==> src/rtl/pipe_stage_skid.sv <==
// -----------------------------------------------------------------------------
// pipe_stage_skid
//
// Reusable pipeline stage register with a valid/ready handshake, an optional
// skid entry, hazard stall/flush controls and a saturating stall-bubble
// counter. The payload is split into a control field (zeroed on flush and
// masked to zero on the output while the stage is empty) and a data field.
// All state updates on the falling edge of clk, like the rest of the
// pipeline registers.
//
// Parameters
//   CTRL_W  width of the control payload
//   DATA_W  width of the data payload
//   SKID    1: two entries (main + skid), in_ready is registered-only
//           0: one entry, in_ready passes out_ready through combinationally
//   CNT_W   width of the bubble counter
//
// Ports
//   clk         clock (falling-edge active)
//   rst         synchronous active-high reset
//   in_valid    upstream beat present
//   in_ready    stage accepts the beat this cycle
//   in_ctrl     upstream control payload
//   in_data     upstream data payload
//   stall       hold contents, present a bubble downstream
//   flush       discard held and incoming beats
//   out_valid   downstream beat present
//   out_ready   downstream accepts
//   out_ctrl    main-entry control, zero when empty
//   out_data    main-entry data
//   occupancy   entries held (0..2)
//   bubble_cnt  saturating count of stalled cycles while occupied
// -----------------------------------------------------------------------------
module pipe_stage_skid #(
    parameter int CTRL_W = 24,
    parameter int DATA_W = 160,
    parameter int SKID   = 1,
    parameter int CNT_W  = 16
) (
    input  logic              clk,
    input  logic              rst,
    input  logic              in_valid,
    output logic              in_ready,
    input  logic [CTRL_W-1:0] in_ctrl,
    input  logic [DATA_W-1:0] in_data,
    input  logic              stall,
    input  logic              flush,
    output logic              out_valid,
    input  logic              out_ready,
    output logic [CTRL_W-1:0] out_ctrl,
    output logic [DATA_W-1:0] out_data,
    output logic [1:0]        occupancy,
    output logic [CNT_W-1:0]  bubble_cnt
);

    typedef enum logic [1:0] {
        EMPTY = 2'd0,
        ONE   = 2'd1,
        TWO   = 2'd2
    } occ_t;

    localparam logic [CNT_W-1:0] CNT_MAX = '1;

    function automatic logic [CNT_W-1:0] sat_inc(input logic [CNT_W-1:0] v);
        return (v == CNT_MAX) ? v : v + CNT_W'(1);
    endfunction

    occ_t              state_q, state_d;
    logic [CTRL_W-1:0] main_ctrl_q, main_ctrl_d;
    logic [DATA_W-1:0] main_data_q, main_data_d;
    logic [CTRL_W-1:0] skid_ctrl_q, skid_ctrl_d;
    logic [DATA_W-1:0] skid_data_q, skid_data_d;
    logic [CNT_W-1:0]  bubble_q, bubble_d;

    logic in_fire;
    logic out_fire;
    logic has_room;

    // With a skid entry, readiness depends only on registered occupancy so no
    // combinational out_ready -> in_ready path exists. Without it, a full
    // stage can still accept when the held beat leaves in the same cycle.
    always_comb begin
        if (SKID != 0) begin
            has_room = (state_q != TWO);
        end else begin
            has_room = (state_q == EMPTY) || out_ready;
        end
    end

    assign in_ready  = !stall && !flush && has_room;
    assign out_valid = (state_q != EMPTY) && !stall;
    assign out_ctrl  = (state_q != EMPTY) ? main_ctrl_q : '0;
    assign out_data  = main_data_q;
    assign occupancy = state_q;
    assign bubble_cnt = bubble_q;

    assign in_fire  = in_valid && in_ready;
    assign out_fire = out_valid && out_ready;

    // Next-state: flush beats stall beats normal handshaking.
    always_comb begin
        state_d     = state_q;
        main_ctrl_d = main_ctrl_q;
        main_data_d = main_data_q;
        skid_ctrl_d = skid_ctrl_q;
        skid_data_d = skid_data_q;
        bubble_d    = bubble_q;

        if (flush) begin
            // Data fields are left as-is; only control is cleared so a
            // discarded beat can never assert side effects downstream.
            state_d     = EMPTY;
            main_ctrl_d = '0;
            skid_ctrl_d = '0;
        end else if (stall) begin
            if (state_q != EMPTY) begin
                bubble_d = sat_inc(bubble_q);
            end
        end else begin
            unique case (state_q)
                EMPTY: begin
                    if (in_fire) begin
                        state_d     = ONE;
                        main_ctrl_d = in_ctrl;
                        main_data_d = in_data;
                    end
                end
                ONE: begin
                    if (in_fire && out_fire) begin
                        main_ctrl_d = in_ctrl;
                        main_data_d = in_data;
                    end else if (in_fire) begin
                        // Only reachable with a skid entry; a single-entry
                        // stage accepts in ONE only when out_fire is set.
                        if (SKID != 0) begin
                            state_d     = TWO;
                            skid_ctrl_d = in_ctrl;
                            skid_data_d = in_data;
                        end
                    end else if (out_fire) begin
                        state_d = EMPTY;
                    end
                end
                TWO: begin
                    if (out_fire) begin
                        state_d     = ONE;
                        main_ctrl_d = skid_ctrl_q;
                        main_data_d = skid_data_q;
                    end
                end
                default: state_d = EMPTY;
            endcase
        end
    end

    always_ff @(negedge clk) begin
        if (rst) begin
            state_q     <= EMPTY;
            main_ctrl_q <= '0;
            main_data_q <= '0;
            skid_ctrl_q <= '0;
            skid_data_q <= '0;
            bubble_q    <= '0;
        end else begin
            state_q     <= state_d;
            main_ctrl_q <= main_ctrl_d;
            main_data_q <= main_data_d;
            skid_ctrl_q <= skid_ctrl_d;
            skid_data_q <= skid_data_d;
            bubble_q    <= bubble_d;
        end
    end

endmodule
==> config.mk <==
export PLATFORM = sky130hd
export DESIGN_NAME = pipe_stage_skid
export DESIGN_NICKNAME = d
export VERILOG_FILES = /design/src/rtl/pipe_stage_skid.sv
export SDC_FILE = /design/constraint.sdc
export NUM_CORES = 1
export LEC_CHECK = 0
export ABC_AREA = 1
export CAP_MARGIN = 20
export CORE_MARGIN = 2
export CORE_UTILIZATION = 50
export DETAILED_ROUTE_END_ITERATION = 6
export GPL_TIMING_DRIVEN = 0
export HOLD_SLACK_MARGIN = 0.1
export PLACE_DENSITY = 0.8
export SLEW_MARGIN = 40
export SYNTH_ARGS = -nofsm -noshare
export SYNTH_HDL_FRONTEND = slang
export SYNTH_SLANG_ARGS = --single-unit
==> constraint.sdc <==
create_clock -name clk -period 2.3 [get_ports clk]
set_input_delay 0.23 -clock clk [delete_from_list [all_inputs] [get_ports clk]]
set_output_delay 0.23 -clock clk [all_outputs]
set_load 0.01 [all_outputs]
-- Yosys cells after proc, flatten, opt, wreduce, memory -nomap -nowiden
Cells that the tools add are included.
- logic and storage cells: 53
- bits in registers: 386
- input port bits: 190
- output and inout bits: 204
- bitwise gates (word level): 4
- multiplexer cells: 15
- reduce and logical (&&, ||, !) cells: 18
- add/sub/neg operators: 1
- equal/unequal tests: 9
- operators with widths (cell ; number):
    160-bit two-way mux ; 3
    160-bit one-hot mux with 3 select lines ; 1
    24-bit two-way mux ; 4
    24-bit one-hot mux with 3 select lines ; 1
    16-bit by 1-bit adder with 16-bit output (second input constant) ; 1
    16-bit equality test (second input constant) ; 1
    5-bit AND reduction ; 3
    2-bit two-way mux ; 5
    2-bit inequality test (second input constant) ; 5
    4-bit AND reduction ; 2
    1-bit logical AND ; 6
    2-bit one-hot mux with 3 select lines ; 1
    6-bit AND reduction ; 1
    1-bit inverter ; 4
    3-bit inequality test (second input constant) ; 1
    3-bit nonzero test ; 1
    2-bit by 1-bit equality test with 1-bit output (second input constant) ; 1
    2-bit equality test (second input constant) ; 1
    1-bit zero test ; 2
    2-bit zero test ; 1
    2-bit nonzero test ; 1
    2-bit OR reduction ; 1

-- Depth between registers and ports, before layout
- word-level depth: 7
- mapped depth: 13
- depth with buffers taken out: 11

==> impl_metrics.env <==
export IMPL_status="complete, but fails checks"
export IMPL_violations="DRC, setup timing"
export IMPL_fin_total_pwr_mw=20.9
export IMPL_cts_buffers_inserted=43
export IMPL_ff_latch_area_um2=7990
export IMPL_grt_pass1_vias=21500
export IMPL_setup_violations=580
export IMPL_ys_types=24
export IMPL_crit_type="flip-flop to output port"
export IMPL_first_iter_violations=2087
export IMPL_tritoncts="done"
export IMPL_hold_viol=0
export IMPL_htree_levels=2
export IMPL_synth_edf_count=0
export IMPL_cap_violations=0
export IMPL_cp_top_family="buffers and inverters"
export IMPL_drive_gt1_share_pct=25.8
export IMPL_yosys_area_share_xor_xnor_pct=0.516
export IMPL_ys_warn_count=0
export IMPL_synth_area_leaders="dfxtp_1 (45%), nand2_1 (16%), nor2_1 (12%), o21ai_0 (9.2%), inv_1 (7.5%)"
export IMPL_coreArea_um2=33500
export IMPL_avgSynthCellArea_um2=6.41
export IMPL_slowest_delay_ps=370
export IMPL_worstMarginPinSlew_ps=648
export IMPL_area_growth_pct=67.9
export IMPL_yosysSeqAreaShare_pct=45.5
export IMPL_ant_nets=0
export IMPL_synth_area_leader_cell="dfxtp_1"
export IMPL_grt_pass1_wl_mm=102
export IMPL_ir_drop_mv=0.770
export IMPL_multiInputGateArea_um2=8460
export IMPL_synth_fp_nets=2840
export IMPL_path_common_cell="buf_8"
export IMPL_setup_ws_ps=-695
export IMPL_worstSkewPairLatency_ps=640
export IMPL_post_drt_wl_per_cell_um=18.8
export IMPL_slew_violations=0
export IMPL_yosysTopAreaCellShare_pct=45.5
export IMPL_leakage_nw=14.3
export IMPL_syn_area_um2=17000
export IMPL_end_kind="output port"
export IMPL_muxShareOfSynthArea_pct=0
export IMPL_rrSetupSlack_ps=-210
export IMPL_min_path_cells=2
export IMPL_gr_total_overflow=0
export IMPL_place_gp_congestion=0.907
export IMPL_clk_pin_slew_ps=40
export IMPL_grt_antenna_before_repair=12
export IMPL_hold_start="skid_data_q[135]"
export IMPL_vias=22200
export IMPL_crit_arrival_ps=2770
export IMPL_synthArstFlopShare_pct=0
export IMPL_fill_cells=1784
export IMPL_pin_count=394
export IMPL_synth_fa_ha_area_share_pct=0.0737
export IMPL_dp_slack_ps=-1420
export IMPL_yosys_area_share_simple_pct=28.9
export IMPL_ys_seq_elements=386
export IMPL_drc=3
export IMPL_synth_top_family_by_area="simple AND/OR/NAND/NOR gates"
export IMPL_cts_hold_buffers=0
export IMPL_die_h_um=188
export IMPL_clock_root_buffer="clkbuf_16"
export IMPL_min_to="skid_data_q[135]"
export IMPL_slew_headroom_pct=56.8
export IMPL_io_buffers=393
export IMPL_wirelength_mm=76.8
export IMPL_startpoint_type="flip-flop"
export IMPL_drtPass1Iterations=7
export IMPL_holdWs_ps=443
export IMPL_required_ps=2070
export IMPL_yosysMostFrequentCell="nand2_1"
export IMPL_rsz0062_at_grt="yes"
export IMPL_nets=3777
export IMPL_row_count=67
export IMPL_dp_hpwl_mm=40.1
export IMPL_synth_ff_type="dfxtp_1"
export IMPL_powerDensity_nw_per_um2=733
export IMPL_cts_sinks=386
export IMPL_path_cells="nor2_4 > buf_8 > buf_8 > buf_6 > nor2_2 > buf_2"
export IMPL_viasPerCell=5.46
export IMPL_synth_compound_area_share_pct=13.3
export IMPL_r2r_cells=11
export IMPL_grt_max_degree=14
export IMPL_crit_path_max_fanout=5
export IMPL_cts_buffer_depth=3
export IMPL_fp_dieArea_um2=35500
export IMPL_syn_inst=2649
export IMPL_synth_common_cells="nand2_1 (736), nor2_1 (530), dfxtp_1 (386)"
export IMPL_grt_use_total_pct=35.5
export IMPL_hold_class="flip-flop to flip-flop"
export IMPL_finClkSkew_ps=47.3
export IMPL_start_util_pct=50.7
export IMPL_dieWidth_um=188
export IMPL_worst_path_buf_inv=4
export IMPL_r2r_end="out_data[154]"
export IMPL_critPathSlowestCell="dfxtp_4"
export IMPL_r2r_start="occupancy[0]"
## kinds of logic after synthesis
kind of cell / count (synthesis)
fa+ha+maj: 1
xor+xnor: 10
simple gates: 1292
flops: 386
buf+inv: 508
compound gates: 452
## layer usage
metal	global-route usage (%)	wire length, µm	vias to the layer above
li1	-	-	9921
met1	37.5	26000	10100
met2	59.3	36100	1661
met3	13.8	8530	533
met4	22.6	6120	6
met5	0	35	-
## power by group
part	leakage (nW)	internal [mW]	switching, mW
Sequential	3.21	6.95	0.144
Combinational	8.24	1.22	1.40
Clock	2.84	6.02	5.18
Total	14.3	14.2	6.72
## placed cells by master, fill, tap and decap left out, types with 69 or more instances in the layout
cell	n
dfxtp_1	210
nor2_1	399
clkdlybuf4s50_1	184
clkbuf_16	69
inv_1	723
dfxtp_2	158
a21oi_1	116
o21ai_0	256
buf_6	211
nand2_1	658
## flip-flops by register name (all words and copies together) (netlist names)
register     flops
out_data       160
skid_ctrl_q     24
occupancy        2
bubble_cnt      16
main_ctrl_q     24
skid_data_q    160
## timing repair
action / in CTS / in global routing
gates resized for setup: 851 / 970
buffers inserted: 63 / 29
endpoints found under the setup margin: 590 / 581
cloned: 18 / 18
pin swaps: 40 / 82
## stage by stage
stage / util [%] / instance area, µm² / cells / setup TNS (ps)
after detailed placement: 64.5 / 21600 / 3490 / -477860
after floorplan: - / 17100 / 2649 / -56800
final: 85.0 / 28500 / 4076 / -119390
after CTS: 79.2 / 26500 / 4033 / -148670
after global placement: 64.5 / 21600 / 3490 / -532150
after global routing: 85.0 / 28500 / 4073 / -142740
## worst max path at each step
| stage | start | end | slack (ps) | cells after the start |
|---|---|---|---|---|
| CTS | occupancy[0] | out_ctrl[21] | -700 | 6 |
| finish | occupancy[0] | out_ctrl[19] | -700 | 6 |
| detailed placement | stall | skid_data_q[100] | -1420 | 7 |
| floorplan | occupancy[1] | out_ctrl[10] | -170 | 3 |
| global placement | rst | skid_data_q[0] | -1710 | 6 |
| global route | occupancy[0] | out_ctrl[19] | -730 | 6 |
## worst reg2reg max path, delay by kind of cell (launching register included)
| family | cells | cell delay (ps) |
|---|---|---|
| AOI/OAI and AO/OA | 1 | 250 |
| buffers and inverters | 6 | 1420 |
| DFF | 1 | 370 |
| and+or+nand+nor | 4 | 420 |
## final cells by class
type / count / area share, %
clock buffer: 45 / 3.95
sequential: 386 / 28.0
antenna: 10 / 0.0878
buffer: 161 / 4.75
inverter: 343 / 4.64
tap: 448 / 1.97
clock inverter: 418 / 6.88
timing repair buffer: 510 / 20.0
multi-input combinational: 1755 / 29.7
No activity file was read; power rests on OpenSTA's default activity.
